===== config.mk =====
export PLATFORM = sky130hd
export DESIGN_NAME = temporizador_mmss
export DESIGN_NICKNAME = d
export VERILOG_FILES = /design/src/rtl/temporizador_mmss.sv
export SDC_FILE = /design/constraint.sdc
export NUM_CORES = 1
export LEC_CHECK = 0
export ABC_AREA = 1
export CAP_MARGIN = 20
export CORE_UTILIZATION = 59
export CTS_BUF_LIST = sky130_fd_sc_hd__clkbuf_2 sky130_fd_sc_hd__clkbuf_4 sky130_fd_sc_hd__clkbuf_8
export CTS_CLUSTER_DIAMETER = 150
export DETAILED_ROUTE_END_ITERATION = 12
export PLACE_DENSITY_LB_ADDON = 0.1
export SETUP_SLACK_MARGIN = 0.1
export SLEW_MARGIN = 10
export SYNTH_ARGS = -nofsm -noshare
export SYNTH_HDL_FRONTEND = slang
export SYNTH_SLANG_ARGS = --single-unit

===== constraint.sdc =====
create_clock -name clk -period 5 [get_ports clk]
set_input_delay 1 -clock clk [delete_from_list [all_inputs] [get_ports clk]]
set_output_delay 1 -clock clk [all_outputs]
set_load 0.005 [all_outputs]

===== src/rtl/temporizador_mmss.sv =====
// MM:SS countdown timer feeding the seven-segment decoder with four BCD digits.
// Counts down once per TICKS_PER_SEC clocks; supports load, start, pause/resume and a 00:00 pulse.
//
// state  | meaning
// IDLE   | preset loaded or cleared, waiting for start
// RUN    | prescaler advancing, one-second decrements applied
// PAUSED | digits and prescaler frozen, resume keeps prescaler progress
// DONE   | count reached 00:00, waiting for a new load
module temporizador_mmss #(
    parameter int TICKS_PER_SEC = 50_000_000,
    parameter int PRESC_W       = 26
) (
    input  logic       clk,
    input  logic       rst_n,
    input  logic       load,
    input  logic [3:0] load_min_dez,
    input  logic [3:0] load_min_uni,
    input  logic [3:0] load_seg_dez,
    input  logic [3:0] load_seg_uni,
    input  logic       start,
    input  logic       pause,
    output logic [3:0] minutos_dez,
    output logic [3:0] minutos_uni,
    output logic [3:0] segundos_dez,
    output logic [3:0] segundos_uni,
    output logic       running,
    output logic       fim
);

    typedef enum logic [1:0] {
        S_IDLE   = 2'd0,
        S_RUN    = 2'd1,
        S_PAUSED = 2'd2,
        S_DONE   = 2'd3
    } state_t;

    localparam logic [PRESC_W-1:0] PRESC_LAST = PRESC_W'(TICKS_PER_SEC - 1);
    localparam logic [PRESC_W-1:0] PRESC_ZERO = '0;
    localparam logic [PRESC_W-1:0] PRESC_ONE  = PRESC_W'(1);

    state_t             state_q;
    state_t             state_d;
    logic [PRESC_W-1:0] presc_q;
    logic [PRESC_W-1:0] presc_d;
    logic [3:0]         md_d, mu_d, sd_d, su_d;
    logic               running_d;
    logic               fim_d;

    logic [3:0]         ld_md, ld_mu, ld_sd, ld_su;
    logic [3:0]         dec_md, dec_mu, dec_sd, dec_su;
    logic               tick;
    logic               is_zero;
    logic               is_one;

    // Presets are clamped so the digits always hold a legal MM:SS value.
    assign ld_md = (load_min_dez > 4'd9) ? 4'd9 : load_min_dez;
    assign ld_mu = (load_min_uni > 4'd9) ? 4'd9 : load_min_uni;
    assign ld_sd = (load_seg_dez > 4'd5) ? 4'd5 : load_seg_dez;
    assign ld_su = (load_seg_uni > 4'd9) ? 4'd9 : load_seg_uni;

    assign tick    = (presc_q == PRESC_LAST);
    assign is_zero = (minutos_dez == 4'd0) && (minutos_uni == 4'd0) &&
                     (segundos_dez == 4'd0) && (segundos_uni == 4'd0);
    assign is_one  = (minutos_dez == 4'd0) && (minutos_uni == 4'd0) &&
                     (segundos_dez == 4'd0) && (segundos_uni == 4'd1);

    // One-second BCD decrement; only consumed in RUN, where the count is never 00:00.
    always_comb begin
        dec_md = minutos_dez;
        dec_mu = minutos_uni;
        dec_sd = segundos_dez;
        dec_su = segundos_uni;
        if (segundos_uni != 4'd0) begin
            dec_su = segundos_uni - 4'd1;
        end else begin
            dec_su = 4'd9;
            if (segundos_dez != 4'd0) begin
                dec_sd = segundos_dez - 4'd1;
            end else begin
                dec_sd = 4'd5;
                if (minutos_uni != 4'd0) begin
                    dec_mu = minutos_uni - 4'd1;
                end else begin
                    dec_mu = 4'd9;
                    dec_md = minutos_dez - 4'd1;
                end
            end
        end
    end

    always_ff @(posedge clk) begin
        if (!rst_n) begin
            state_q      <= S_IDLE;
            presc_q      <= PRESC_ZERO;
            minutos_dez  <= 4'd0;
            minutos_uni  <= 4'd0;
            segundos_dez <= 4'd0;
            segundos_uni <= 4'd0;
            running      <= 1'b0;
            fim          <= 1'b0;
        end else begin
            state_q      <= state_d;
            presc_q      <= presc_d;
            minutos_dez  <= md_d;
            minutos_uni  <= mu_d;
            segundos_dez <= sd_d;
            segundos_uni <= su_d;
            running      <= running_d;
            fim          <= fim_d;
        end
    end

    always_comb begin
        state_d = state_q;
        case (state_q)
            S_IDLE: begin
                if (!load && start) begin
                    state_d = is_zero ? S_DONE : S_RUN;
                end
            end
            S_RUN: begin
                // Reaching 00:00 outranks a simultaneous pause.
                if (tick && is_one) begin
                    state_d = S_DONE;
                end else if (pause) begin
                    state_d = S_PAUSED;
                end
            end
            S_PAUSED: begin
                if (load) begin
                    state_d = S_IDLE;
                end else if (start) begin
                    state_d = S_RUN;
                end
            end
            S_DONE: begin
                if (load) begin
                    state_d = S_IDLE;
                end
            end
            default: state_d = S_IDLE;
        endcase
    end

    always_comb begin
        presc_d   = presc_q;
        md_d      = minutos_dez;
        mu_d      = minutos_uni;
        sd_d      = segundos_dez;
        su_d      = segundos_uni;
        fim_d     = 1'b0;
        running_d = (state_d == S_RUN);
        case (state_q)
            S_IDLE: begin
                if (load) begin
                    md_d = ld_md;
                    mu_d = ld_mu;
                    sd_d = ld_sd;
                    su_d = ld_su;
                end else if (start) begin
                    presc_d = PRESC_ZERO;
                    fim_d   = is_zero;
                end
            end
            S_RUN: begin
                if (tick) begin
                    presc_d = PRESC_ZERO;
                    md_d    = dec_md;
                    mu_d    = dec_mu;
                    sd_d    = dec_sd;
                    su_d    = dec_su;
                    fim_d   = is_one;
                end else if (!pause) begin
                    presc_d = presc_q + PRESC_ONE;
                end
            end
            S_PAUSED: begin
                if (load) begin
                    presc_d = PRESC_ZERO;
                    md_d    = ld_md;
                    mu_d    = ld_mu;
                    sd_d    = ld_sd;
                    su_d    = ld_su;
                end
            end
            S_DONE: begin
                if (load) begin
                    md_d = ld_md;
                    mu_d = ld_mu;
                    sd_d = ld_sd;
                    su_d = ld_su;
                end
            end
            default: begin
                presc_d = PRESC_ZERO;
            end
        endcase
    end

endmodule


==> key figures <==
Run status
  • Run status: finished clean

Final layout
  • Area growth syn-to-layout: 14.5%
  • Final net count: 575
  • Layout cell share with drive strength beyond 1: 8.51%
  • Layout fillers: 448
  • N_diodes: 0

Clock tree
  • Hold Buf Count CTS: 0
  • # resized after CTS: 0
  • Clock latency on the worst-skew pair: between 0.3 and 0.4 ns
  • Clock H-tree levels: 2
  • Post-CTS Setup Inserts: 0
  • Clk slew on worst S/H paths: 0.09 ns
  • CTS tree: done
  • # clock sinks: 46
  • CTS Buf Count: 5
  • Clock root buffer: clkbuf_8
  • Bufs on Longest Clock Path: 2

Logic synthesis
  • Most frequent cell after synthesis: nand2_1
  • Seq/Total Area, Yosys: around 29%
  • Syn_nets: 547
  • Top post-synthesis cells by count: nand2_1 (135), nor2_1 (95), inv_1 (63)
  • Post-Synth Adder-Cell Area: 1.17%
  • Complex-gate fraction of the synthesized area: approximately an eighth
  • Synth Instances: around 520
  • Largest family of logic cells by synthesized area: simple AND/OR/NAND/NOR gates
  • Post-synth top flop: dfxtp_1
  • Post-Synth XOR/XNOR Area: 1.37%
  • Yosys Warn Count: 0
  • Multiplexer share of the synthesized area: 0%
  • Post-synth EDFFs: 0
  • Main area contributors after synthesis: dfxtp_1 (29%), nand2_1 (16%), nor2_1 (11%)
  • Top-area cell type share of the netlist area: between 20% and 30%
  • Cell taking the most area after synthesis: dfxtp_1
  • Netlist cell types: 41
  • Ys async rst share: 0%
  • Post-Synth Simple-Gate Area: approximately 44%
  • Cell Area, Synth: 3200 sq um
  • Avg Cell Area, Syn: 6.12 sq um
  • FF+latch count, synth: 46

Critical path
  • R2R Setup Slk: 2.66 ns
  • Critical Path RT: about 5.2 ns
  • Element type at the critical path end: flop
  • Worst Setup Path Type: in -> reg
  • Crit path max fanout: 23
  • WP data arrival: 2.85 ns
  • Startpoint class of the critical path: primary input

Timing
  • Unrepaired setup endpoints after global routing: no
  • Post-route minimum period: 2.61 ns
  • Rel. slew slack: 53.5%
  • Setup TNS: 0 ns
  • Worst-Margin Slew: 0.696 ns
  • Setup violators final: 0
  • Final Hold Viols: 0
  • Worst Clk Skew: 0.00917 ns
  • Fin. max-slew vios: 0
  • Fmax: 383 MHz
  • Tcrit/Tclk final: a little over half

Power and ir drop
  • Leakage: 1.44 nW
  • Final Power: 0.957 mW
  • Max VDD drop: 0.000164 V
  • PwrDens: 261 nW/um^2

Place
  • Port Buf Inserts: 38
  • RD Place Congestion: 0.972
  • Post-DP HPWL: 5560 um

Routing
  • Drc violations: 0
  • First-pass DRT Iterations: 5
  • WL final: 7810 um
  • Wire per inst: between 10 and 15 um
  • Total number of vias: 3,408
  • 1st-iter DRT viols: 300
  • DR vias/cell: 5.48
  • Final ANT Viol Nets: 0

Global route
  • Gr ovfl total: 0
  • Global-route wire length before repair: 12,700 um
  • Largest net degree at the start of global routing: 27
  • Gr usage total: 29.1%
  • Number of global-route vias before repair: 2,878
  • Initial antenna violation count: 0

Die
  • IO Pins: 39
  • Chip height: approximately 76 um
  • Core area: roughly 5200 sq um
  • Starting Density: slightly above 60%
  • Chip width: between 70 and 80 um
  • # rows: 26
  • DIE AREA: 5720 sq um

Worst hold path
  • HP Class: reg -> reg

Job
  • Max-cap viol count: 0
stage by stage:
stage          instances  util, %  instance area [sq um]  hold slack, ns  setup slack, ns
2_1_floorplan        523        -                   3200           0.463             3.09
3_5_place_dp         614     69.0                   3570           0.474             2.13
3_3_place_gp         614     69.0                   3570           0.468             2.23
5_1_grt              622     70.9                   3660           0.514             2.31
4_1_cts              622     70.9                   3660           0.490             2.44
6_report             622     70.9                   3660           0.489             2.39
state kept, by name, summed over array words and instances (netlist names):
name          flops
presc_q          26
minutos_dez       4
minutos_uni       4
segundos_dez      4
segundos_uni      4
state_q           2
fim               1
running           1
final timing paths:
kind,startpoint,endpoint,depth (start not counted)
setup reg to reg,state_q[0],presc_q[12],10
setup / recovery,load,presc_q[12],9
hold reg to reg,segundos_dez[3],segundos_dez[3],2
hold / removal,segundos_dez[3],segundos_dez[3],2
layout by cell type, fill, tap and decap left out, drive strengths merged, types with 2 or more instances in the layout:
cell / n
dfxtp: 46
a22oi: 4
o21bai: 2
nand3b: 2
o21ai: 30
nor3: 13
nand3: 36
nand2: 144
clkdlybuf4s50: 38
nand4: 11
inv: 69
xor2: 4
a21oi: 26
nor2: 105
clkbuf: 7
ha: 3
worst max-delay path, stage by stage:
cell,delay [ns]
clkdlybuf4s50_1,0.56
inv_1,0.11
a21oi_1,0.28
nor2_4,0.10
nand2_4,0.28
inv_4,0.18
nand2_1,0.13
nand2_1,0.05
a21oi_1,0.13
report_power, final:
part           switching (mW)  internal (mW)
registers              0.0277          0.392
logic                   0.174          0.117
clock network           0.128          0.117
total                   0.330          0.627
layer usage:
layer	track usage (%)	share of wire, %	up-vias	wire [um]
met5	0	0	-	0
met4	11.7	1.9	0	151
met3	4.76	5.9	18	462
met2	49.4	47	151	3650
met1	36.8	45	1529	3540
li1	-	-	1710	-
kinds of logic (layout without fill, tap and decap cells):
family | Yosys count | in the layout
simple gates | 313 | 313
buf+inv | 87 | 116
compound gates | 69 | 69
flops | 46 | 46
xor+xnor | 5 | 5
fa+ha+maj | 3 | 3
cell type report:
class	instances	area (sq um)	area share [%]
tap	70	87.6	2.39
timing repair buffer	39	388	10.6
clock inverter	1	5.00	0.137
sequential	46	921	25.1
multi-input combinational	390	1910	52.1
clock buffer	7	90.1	2.46
inverter	69	264	7.20
Power figures use the tool's default switching activity.
==> edit (same settings) <==
The 4 states of `state_t` get a Gray code encoding in 2 bits.
--- a/src/rtl/temporizador_mmss.sv
+++ b/src/rtl/temporizador_mmss.sv
@@ -28,10 +28,10 @@
 );
 
     typedef enum logic [1:0] {
-        S_IDLE   = 2'd0,
-        S_RUN    = 2'd1,
-        S_PAUSED = 2'd2,
-        S_DONE   = 2'd3
+        S_IDLE   = 2'b00,
+        S_RUN    = 2'b01,
+        S_PAUSED = 2'b11,
+        S_DONE   = 2'b10
     } state_t;
 
     localparam logic [PRESC_W-1:0] PRESC_LAST = PRESC_W'(TICKS_PER_SEC - 1);
Check against the original RTL: same outputs for any inputs over 10 cycles, from zero or initial values and one cycle with rst_n low; not proved beyond that.
==> edit against the unedited design <==
- sequential cell count did not move
- via count fell by 1.7%
- highest routed layer unchanged
- total power grew 6.4%
- worst setup slack got worse by 0.020 ns
- count of clock-buffer cells in the layout fell by 1
- design area decreased by 1.6%
- synthesized area fell by 3.0%
- wire length down 2.1%
==> edit: results (changes against the unedited design) <==
n_fill_cell: 465  # +3.8%
synth_top_area_share: 0.2967  # +0.008817
grt_use_total: 0.2985  # +0.007581
synth-xor-area-share: 0.01129  # -0.002402
yosysUniqueCellTypes: 34  # -17%
avgSynthCellArea_um2: 6.004  # -1.8%
drt_iter0_markers: 312  # +4.0%
p_switching_uw: 349.5  # +6.0%
reg2reg_depth: 8  # -2
status: "completed"
ys_seq_area_frac: 0.2967  # +0.008817
critPathMaxStageDelay_ns: 0.50  # -0.06 ns
endpoint: "presc_q[10]"
finClkSkew_ns: 0.007683  # -0.001491 ns
arrival_ns: 2.87  # +0.02 ns
place_area_um2: 3491  # -2.2%
peakVddDrop_uv: 175.2  # +6.8%
first_pass_iters: 6  # +1
fin_crit_ns: 2.630  # +0.01997 ns
place_hpwl_um: 5513  # -0.94%
viasPerCell: 5.402  # -1.4%
p_per_area_nw_per_um2: 282.4  # +8.2%
clockPowerShare: 0.290  # +0.034
synthesis.nets: 541  # -1.1%
synthTopCellsByArea: "dfxtp_1, nand2_1, nor2_1, inv_1, nand3_1"
p_comb_frac: 0.287  # -0.018
r2r-end: "segundos_uni[2]"
==> edit: worst register-to-register path, cell delays in order (launching register included) <==
cell	delay, ns
dfxtp_1	0.38
inv_1	0.10
nor2_4	0.52
inv_2	0.35
nor2_1	0.25
inv_1	0.13
o21ai_1	0.17
nand4_1	0.10
a21oi_1	0.15
==> edit: final cells by class <==
class | count | area (µm²) | area share
well taps | 70 | 87.58 | 0.02430
clock inverters | 2 | 37.54 | 0.01041
repair buffers | 39 | 387.9 | 0.1076
inverters | 77 | 290.3 | 0.08053
clock buffers | 6 | 76.32 | 0.02117
multi-input cells | 380 | 1804 | 0.5005
flip-flops and latches | 46 | 920.9 | 0.2555
==> edit: layer usage <==
layer	vias to the layer above	routed length, µm	global-route usage
met5	-	0	0
met4	0	181	0.1195
met3	16	449	0.05285
met2	128	3794	0.5315
met1	1503	3220	0.3532
li1	1702	-	-
